## src/rtl/pc16.sv

```systemverilog
// pc16: 16-bit Hack program counter (clear > load > inc > hold).
// Optional registered wrap pulse when PC16_WRAP_FLAG_EN is defined.
module pc16 (
   input  logic        clk,
   input  logic        rst_n,
   input  logic [15:0] in,
   input  logic        load,
   input  logic        inc,
   input  logic        clr,
   output logic [15:0] out
`ifdef PC16_WRAP_FLAG_EN
   ,
   output logic        wrap
`endif
);

   logic [15:0] q;
   logic [15:0] c;
   logic [15:0] q_inc;
   logic [15:0] m_inc;
   logic [15:0] m_load;
   logic [15:0] d;
   logic        keep;

   // Half-adder ripple with carry-in tied to 1
   assign c[0] = 1'b1;
   genvar i;
   generate
      for (i = 0; i < 16; i++) begin : g_inc
         assign q_inc[i] = q[i] ^ c[i];
         if (i < 15) begin : g_c
            assign c[i+1] = q[i] & c[i];
         end
      end
   endgenerate

   assign m_inc  = (q & ~{16{inc}}) | (q_inc & {16{inc}});
   assign m_load = (m_inc & ~{16{load}}) | (in & {16{load}});
   assign keep   = ~clr & rst_n;
   assign d      = m_load & {16{keep}};

   always_ff @(posedge clk) begin
      if (!rst_n) q <= 16'h0000;
      else        q <= d;
   end

   assign out = q;

`ifdef PC16_WRAP_FLAG_EN
   logic c16;
   logic sel_inc;
   logic wrap_d;

   // Carry out of bit 15 only matters when increment is the chosen path
   assign c16     = q[15] & c[15];
   assign sel_inc = inc & ~load & keep;
   assign wrap_d  = c16 & sel_inc;

   always_ff @(posedge clk) begin
      if (!rst_n) wrap <= 1'b0;
      else        wrap <= wrap_d;
   end
`endif

endmodule

```

## config.mk

```make
export PLATFORM = sky130hd
export DESIGN_NAME = pc16
export DESIGN_NICKNAME = d
export VERILOG_FILES = /design/src/rtl/pc16.sv
export SDC_FILE = /design/constraint.sdc
export NUM_CORES = 1
export LEC_CHECK = 0
export ABC_AREA = 1
export CAP_MARGIN = 30
export CORE_ASPECT_RATIO = 0.8
export CORE_MARGIN = 4
export CORE_UTILIZATION = 32
export CTS_CLUSTER_DIAMETER = 100
export CTS_CLUSTER_SIZE = 12
export DETAILED_ROUTE_END_ITERATION = 6
export PLACE_DENSITY_LB_ADDON = 0.15
export SYNTH_ARGS = -nofsm -noshare
export SYNTH_HDL_FRONTEND = slang
export SYNTH_SLANG_ARGS = --single-unit
```

## constraint.sdc

```tcl
create_clock -name clk -period 3.4 [get_ports clk]
set_input_delay 0.51 -clock clk [delete_from_list [all_inputs] [get_ports clk]]
set_output_delay 0.51 -clock clk [all_outputs]
set_load 0.1 [all_outputs]
```

==> results of run 1 <==
## layout make-up
class	count	area (um^2)	share of cell area, %
inverters	21	83.8	5.63
multi-input cells	112	607	40.7
clock buffers	4	55.1	3.69
flip-flops and latches	16	327	21.9
well taps	40	50.0	3.36
repair buffers	37	368	24.7
## critical path, cell delays in order, from the launching register on
cell,delay [ns]
dfxtp_4,0.35
ha_1,0.20
ha_1,0.18
ha_1,0.18
ha_1,0.18
ha_1,0.17
ha_1,0.18
ha_2,0.16
ha_1,0.18
ha_2,0.16
ha_1,0.18
ha_2,0.17
ha_2,0.16
ha_1,0.18
ha_1,0.27
nand2_1,0.06
nand3_1,0.09
nand2_1,0.09
inv_1,0.04
## cell usage after synthesis
master    n
buf_12    1
buf_2     3
buf_4     1
buf_6     2
dfxtp_1  16
ha_1     14
inv_1    19
inv_2     1
inv_6     1
nand2_1  38
nand2_2  11
nand3_1  16
nand3_2   1
nor2_1   32
## power groups by stage
| stage | Clock, mW | Combinational [mW] | Sequential [mW] |
|---|---|---|---|
| 3_5_place_dp | 0 | 0.150 | 0.208 |
| 3_3_place_gp | 0 | 0.149 | 0.208 |
| 4_1_cts | 0.177 | 0.151 | 0.204 |
| 5_1_grt | 0.184 | 0.162 | 0.205 |
| 2_1_floorplan | 0 | 0.0495 | 0.267 |
| 6_report | 0.172 | 0.151 | 0.204 |
## layout by cell type (no fill, tap or decap)
| cell | Yosys | layout |
|---|---|---|
| inv_2 | 1 | 1 |
| dfxtp_1 | 16 | 13 |
| ha_2 | 0 | 4 |
| buf_4 | 1 | 1 |
| nand2_1 | 38 | 38 |
| nor2_1 | 32 | 32 |
| dfxtp_2 | 0 | 2 |
| clkbuf_8 | 0 | 4 |
| inv_1 | 19 | 19 |
| clkdlybuf4s50_1 | 0 | 36 |
| nand2_2 | 11 | 11 |
| dfxtp_4 | 0 | 1 |
| nand3_2 | 1 | 1 |
| nand3_1 | 16 | 16 |
| inv_6 | 1 | 1 |
| ha_1 | 14 | 10 |
## per-stage QoR
stage | cells | hold WS, ns | total power, mW | area, um^2 | worst slack [ns]
after global placement | 225 | 0.542 | 0.357 | 1420 | 0.152
after detailed placement | 225 | 0.544 | 0.358 | 1420 | 0.0811
after global routing | 230 | 0.605 | 0.552 | 1490 | 0.00275
final | 230 | 0.560 | 0.527 | 1490 | 0.134
after CTS | 229 | 0.560 | 0.532 | 1470 | 0.0537
after floorplan | 156 | 0.696 | 0.317 | 1070 | 0.00833
## timing repair
| action | CTS | global route |
|---|---|---|
| gates resized for setup | 0 | 4 |
| endpoints found under the setup margin | 0 | 2 |
| setup buffers | 0 | 1 |
## cell families after synthesis
kind of cell | count (synthesis)
adder cells (fa/ha/maj) | 14
flip-flops | 16
buffers and inverters | 28
AND/OR/NAND/NOR | 98
## routing by layer
layer / GRT usage [%] / share of wire [%] / vias to the layer above
li1: - / - / 541
met4: 3.95 / 0.70 / 0
met1: 13.7 / 43 / 442
met2: 21.1 / 50 / 19
met5: 0 / 0 / -
met3: 4.24 / 6.4 / 2
## worst min path at each step
| stage | from | to | cells past startpoint | slack, ns |
|---|---|---|---|---|
| 6_report | out[2] | out[2] | 4 | 0.56 |
| 2_1_floorplan | out[0] | out[0] | 4 | 0.70 |
| 4_1_cts | out[2] | out[2] | 4 | 0.56 |
| 3_5_place_dp | out[2] | out[2] | 4 | 0.54 |
| 5_1_grt | out[15] | out[15] | 4 | 0.61 |
| 3_3_place_gp | out[0] | out[0] | 4 | 0.54 |
==> flow_metrics.py, run 1 <==
metrics = {
    "outcome": {
        "status": "finished clean",
    },
    "worst_setup_path": {
        "r2r_cells": 18,
        "reg2reg_from": "out[0]",
        "crit_arrival_ns": 3.42,
        "critPathRequiredTime_ns": 3.55,
        "r2r_slack_ns": 0.13,
        "crit_type": "reg2reg",
        "startpoint": "out[0]",
        "endpoint_kind": "register",
        "critPathMaxFanout": 3,
        "rr_endpoint": "out[14]",
        "cp-start-kind": "register",
        "cp-endpoint": "out[14]",
    },
    "placement": {
        "numPortBuffers": 36,
        "place_congestion": 0.655,
        "dp_hpwl_mm": 1.73,
    },
    "finish": {
        "largest_reg_flops": 16,
        "finalCoreUtilization_pct": 47.6,
        "area_growth_pct": 39.8,
        "fillers": 311,
        "layout.nets": 226,
        "insertedDiodeCount": 0,
        "final_layout_size_suffix_gt1_share_pct": 13.7,
    },
    "global_route": {
        "grt_start_max_net_pins": 33,
        "grt_pass1_wl_mm": 4.08,
        "gr-usage-all-layers_pct": 12.1,
        "grt_pass1_vias": 916,
        "antenna_found_initial": 0,
        "grt_overflow": 0,
    },
    "cts": {
        "cts_buffer_depth": 2,
        "cts_tree": "yes",
        "cts_max_level": 1,
        "clock-sinks": 16,
        "clk_latency_ns": 0.25,
        "hold_buffers": 0,
        "clkTransAtPathRegs_ns": 0.07,
        "numCtsBuffers": 3,
        "cts_root_buffer": "clkbuf_8",
    },
    "flow_run": {
        "maxCapViolCount": 0,
    },
    "power": {
        "peakVddDrop_mv": 0.244,
        "internal_power_mw": 0.350,
        "clock_power_share_pct": 32.6,
        "switchingPower_mw": 0.177,
        "comb_power_share_pct": 28.6,
        "netSwitchingFraction_pct": 33.5,
        "p_per_area_nw_per_um2": 353,
        "leakage_nw": 0.774,
        "seqPwrFrac_pct": 38.7,
    },
    "synth": {
        "ys_top_cells_by_area": "dfxtp_1 30%, ha_1 16%, nand2_1 13%, nor2_1 11%, nand3_1 7.5%",
        "muxShareOfSynthArea_pct": 0,
        "synth-seq-area-share_pct": 30.0,
        "synth_fa_ha_area_share_pct": 16.4,
        "yosys.area.top_type": "dfxtp_1",
        "syn_area_um2": 1070,
        "synth_xor_area_share_pct": 0,
        "synth_top_family_by_area": "simple AND/OR/NAND/NOR gates",
        "ys_ff_latch": 16,
        "avgSynthCellArea_um2": 6.83,
        "synth-simple-area-share_pct": 39.6,
        "yosysWarnings": 0,
        "ys_types": 14,
        "yosysTopAreaCellShare_pct": 30.0,
        "syn_inst": 156,
        "synth_fp_nets": 191,
        "synth_compound_gate_area_share_pct": 0,
    },
    "drt": {
        "via_count": 1004,
        "ant_nets": 0,
        "drt_iter0_drc": 41,
        "drc": 0,
        "via_per_inst": 4.37,
        "drtPass1Iterations": 4,
        "avgRoutedWirePerCell_um": 10.6,
        "wl_mm": 2.44,
    },
    "timing": {
        "rsz0062_at_grt": "no",
        "min_period_over_period_pct": 96.1,
        "slew_viol_final": 0,
        "setup_viol": 0,
        "tightest_slew_ns": 0.984,
        "min_period_ns": 3.27,
        "maxSlewHeadroom_pct": 34.2,
        "hold_viol_final": 0,
        "finClkSkew_ns": 0.00112,
        "fmax_ghz": 0.306,
        "fin_tns_setup_ns": 0,
    },
    "floorplan": {
        "rows": 18,
        "die_w_um": 72.5,
        "boundaryPins": 37,
        "start_util_pct": 34.1,
        "core_um2": 3130,
        "die_area_um2": 4320,
        "die_h_um": 59.6,
    },
    "worst_hold_path": {
        "hold_path.class": "reg2reg",
    },
}
(Power assumes the default switching activity.)
==> inputs of run 2 (changes only) <==
CORE_MARGIN = 5   (was 4)
CTS_BUF_LIST = sky130_fd_sc_hd__clkbuf_4 sky130_fd_sc_hd__clkbuf_8   (was unset)
==> flow_metrics.py, run 2 (synthesized netlist as in run 1, its figures left out) <==
metrics = {
    "cts": {
        "cts_root_buffer": "clkbuf_8",
        "clk_latency_ns": 0.25,
        "cts_max_level": 1,
        "cts_tree": "yes",
        "numCtsBuffers": 3,
        "clkTransAtPathRegs_ns": 0.06,
        "cts_buffer_depth": 2,
        "clock-sinks": 16,
        "post-cts-setup-buffer-count": 0,
    },
    "power": {
        "leakage_nw": 0.760,
        "p_per_area_nw_per_um2": 345,
        "peakVddDrop_mv": 0.155,
    },
    "drt": {
        "wl_mm": 2.34,
        "drc": 0,
        "via_count": 997,
        "drt_iter0_drc": 15,
        "drtPass1Iterations": 3,
        "avgRoutedWirePerCell_um": 10.2,
        "via_per_inst": 4.35,
        "ant_nets": 0,
    },
    "floorplan": {
        "die_w_um": 74.5,
        "boundaryPins": 37,
        "core_um2": 3150,
        "rows": 18,
        "die_area_um2": 4590,
        "die_h_um": 61.6,
        "start_util_pct": 33.8,
    },
    "finish": {
        "final_common_cell": "nand2_1",
        "layout.nets": 225,
        "final_cell_mix": "38 x nand2_1, 36 x clkdlybuf4s50_1, 32 x nor2_1, 19 x inv_1, 16 x nand3_1",
        "fillers": 331,
        "insertedDiodeCount": 0,
        "final_layout_size_suffix_gt1_share_pct": 14.3,
        "largest_reg_flops": 16,
        "finalCoreUtilization_pct": 47.0,
        "area_growth_pct": 39.0,
    },
    "placement": {
        "dp_hpwl_mm": 1.69,
        "numPortBuffers": 36,
        "place_congestion": 0.698,
    },
    "outcome": {
        "status": "finished clean",
    },
    "worst_setup_path": {
        "cpLargestDelayFamily": "adder cells",
        "crit_type": "reg2reg",
        "crit_arrival_ns": 3.35,
        "worstPathCellList": "ha_2 -> ha_1 -> ha_1 -> ha_1 -> ha_1 -> ha_2 -> ha_1 -> ha_1 -> ha_2 -> ha_2 -> ha_1 -> ha_2 -> ha_2 -> ha_1 -> nand2_1 -> nand3_1 -> nand2_1 -> inv_1",
        "r2r_slack_ns": 0.20,
        "cp_slowest_stage_delay_ns": 0.35,
        "cpMaxStageDelayCell": "dfxtp_4",
        "critPathMaxFanout": 4,
        "endpoint_kind": "register",
        "critPathRequiredTime_ns": 3.55,
        "cp.depth": 18,
        "cp_common_cell": "ha_1",
        "cp-start-kind": "register",
        "startpoint": "out[0]",
        "critPathBufInv": 1,
        "reg2reg_from": "out[0]",
        "r2r_cells": 18,
    },
    "timing": {
        "finClkSkew_ns": 0.000706,
        "fmax_ghz": 0.313,
        "min_period_ns": 3.20,
        "fin_tns_setup_ns": 0,
        "hold_viol_final": 0,
        "setup_viol": 0,
        "min_period_over_period_pct": 94.0,
        "slew_viol_final": 0,
        "rsz0062_at_grt": "no",
        "tightest_slew_ns": 0.980,
        "maxSlewHeadroom_pct": 34.4,
    },
    "worst_hold_path": {
        "hold_path.class": "reg2reg",
        "min_from": "out[1]",
        "hold_depth": 4,
    },
    "global_route": {
        "busiest_layer": "met2",
        "antenna_found_initial": 0,
        "use_met2_pct": 21.0,
        "met3_usage_pct": 4.24,
        "met1_usage_pct": 13.0,
        "grt_start_max_net_pins": 33,
        "grt_overflow": 0,
        "grt_pass1_wl_mm": 4.15,
        "grt_pass1_vias": 1001,
        "gr-usage-all-layers_pct": 11.6,
    },
    "flow_run": {
        "maxCapViolCount": 0,
    },
}
-- run 2: power by group --
group          switching, mW  internal (mW)
Sequential           0.00803          0.196
Clock                 0.0671         0.0911
Combinational         0.0981         0.0506
-- run 2: worst paths after layout --
check / endpoint
worst max-delay path: out[14]
worst min-delay path: out[1]
worst max register to register: out[14]
worst min register to register: out[1]
-- run 2: per-stage QoR --
step | cell area, um^2 | worst slack [ns] | total power [mW] | std cells | hold slack, ns
finish | 1480 | 0.203 | 0.511 | 229 | 0.562
global route | 1480 | 0.0172 | 0.542 | 229 | 0.612
CTS | 1470 | 0.0659 | 0.522 | 229 | 0.563
detailed placement | 1420 | 0.0895 | 0.358 | 225 | 0.544
global placement | 1420 | 0.154 | 0.357 | 225 | 0.541
floorplan | 1070 | 0.00833 | 0.317 | 156 | 0.696
-- run 2: timing repair --
action / 4_1_cts / 5_1_grt
hold buffers: 0 / 0
gates resized for setup: 0 / 6
setup endpoints to repair: 0 / 2
-- run 2: metal layers --
metal  share of wire [%]  up-vias
met5                   0        -
met4                0.90        0
met3                 5.7        4
met2                  48       18
met1                  46      437
li1                    -      538
-- run 2: final cells by class --
cell class	instances	area [um^2]	share of cell area [%]
Sequential cell	16	327	22.0
Multi-Input combinational cell	112	612	41.3
Inverter	21	83.8	5.66
Clock buffer	4	48.8	3.29
Tap cell	40	50.0	3.38
Timing Repair Buffer	36	360	24.3
-- run 2: tightest hold or removal path, cell delays in order (launching register included) --
cell and delay [ns]:
dfxtp_2 0.34, nand2_2 0.06, nand3_1 0.05, nand2_1 0.06, inv_1 0.03
==> inputs of run 3 (changes only) <==
SKIP_CTS_REPAIR_TIMING = 1   (was unset)
==> results of run 3 <==
Same layout as run 2: the final DEF is identical, and so are final timing and power.
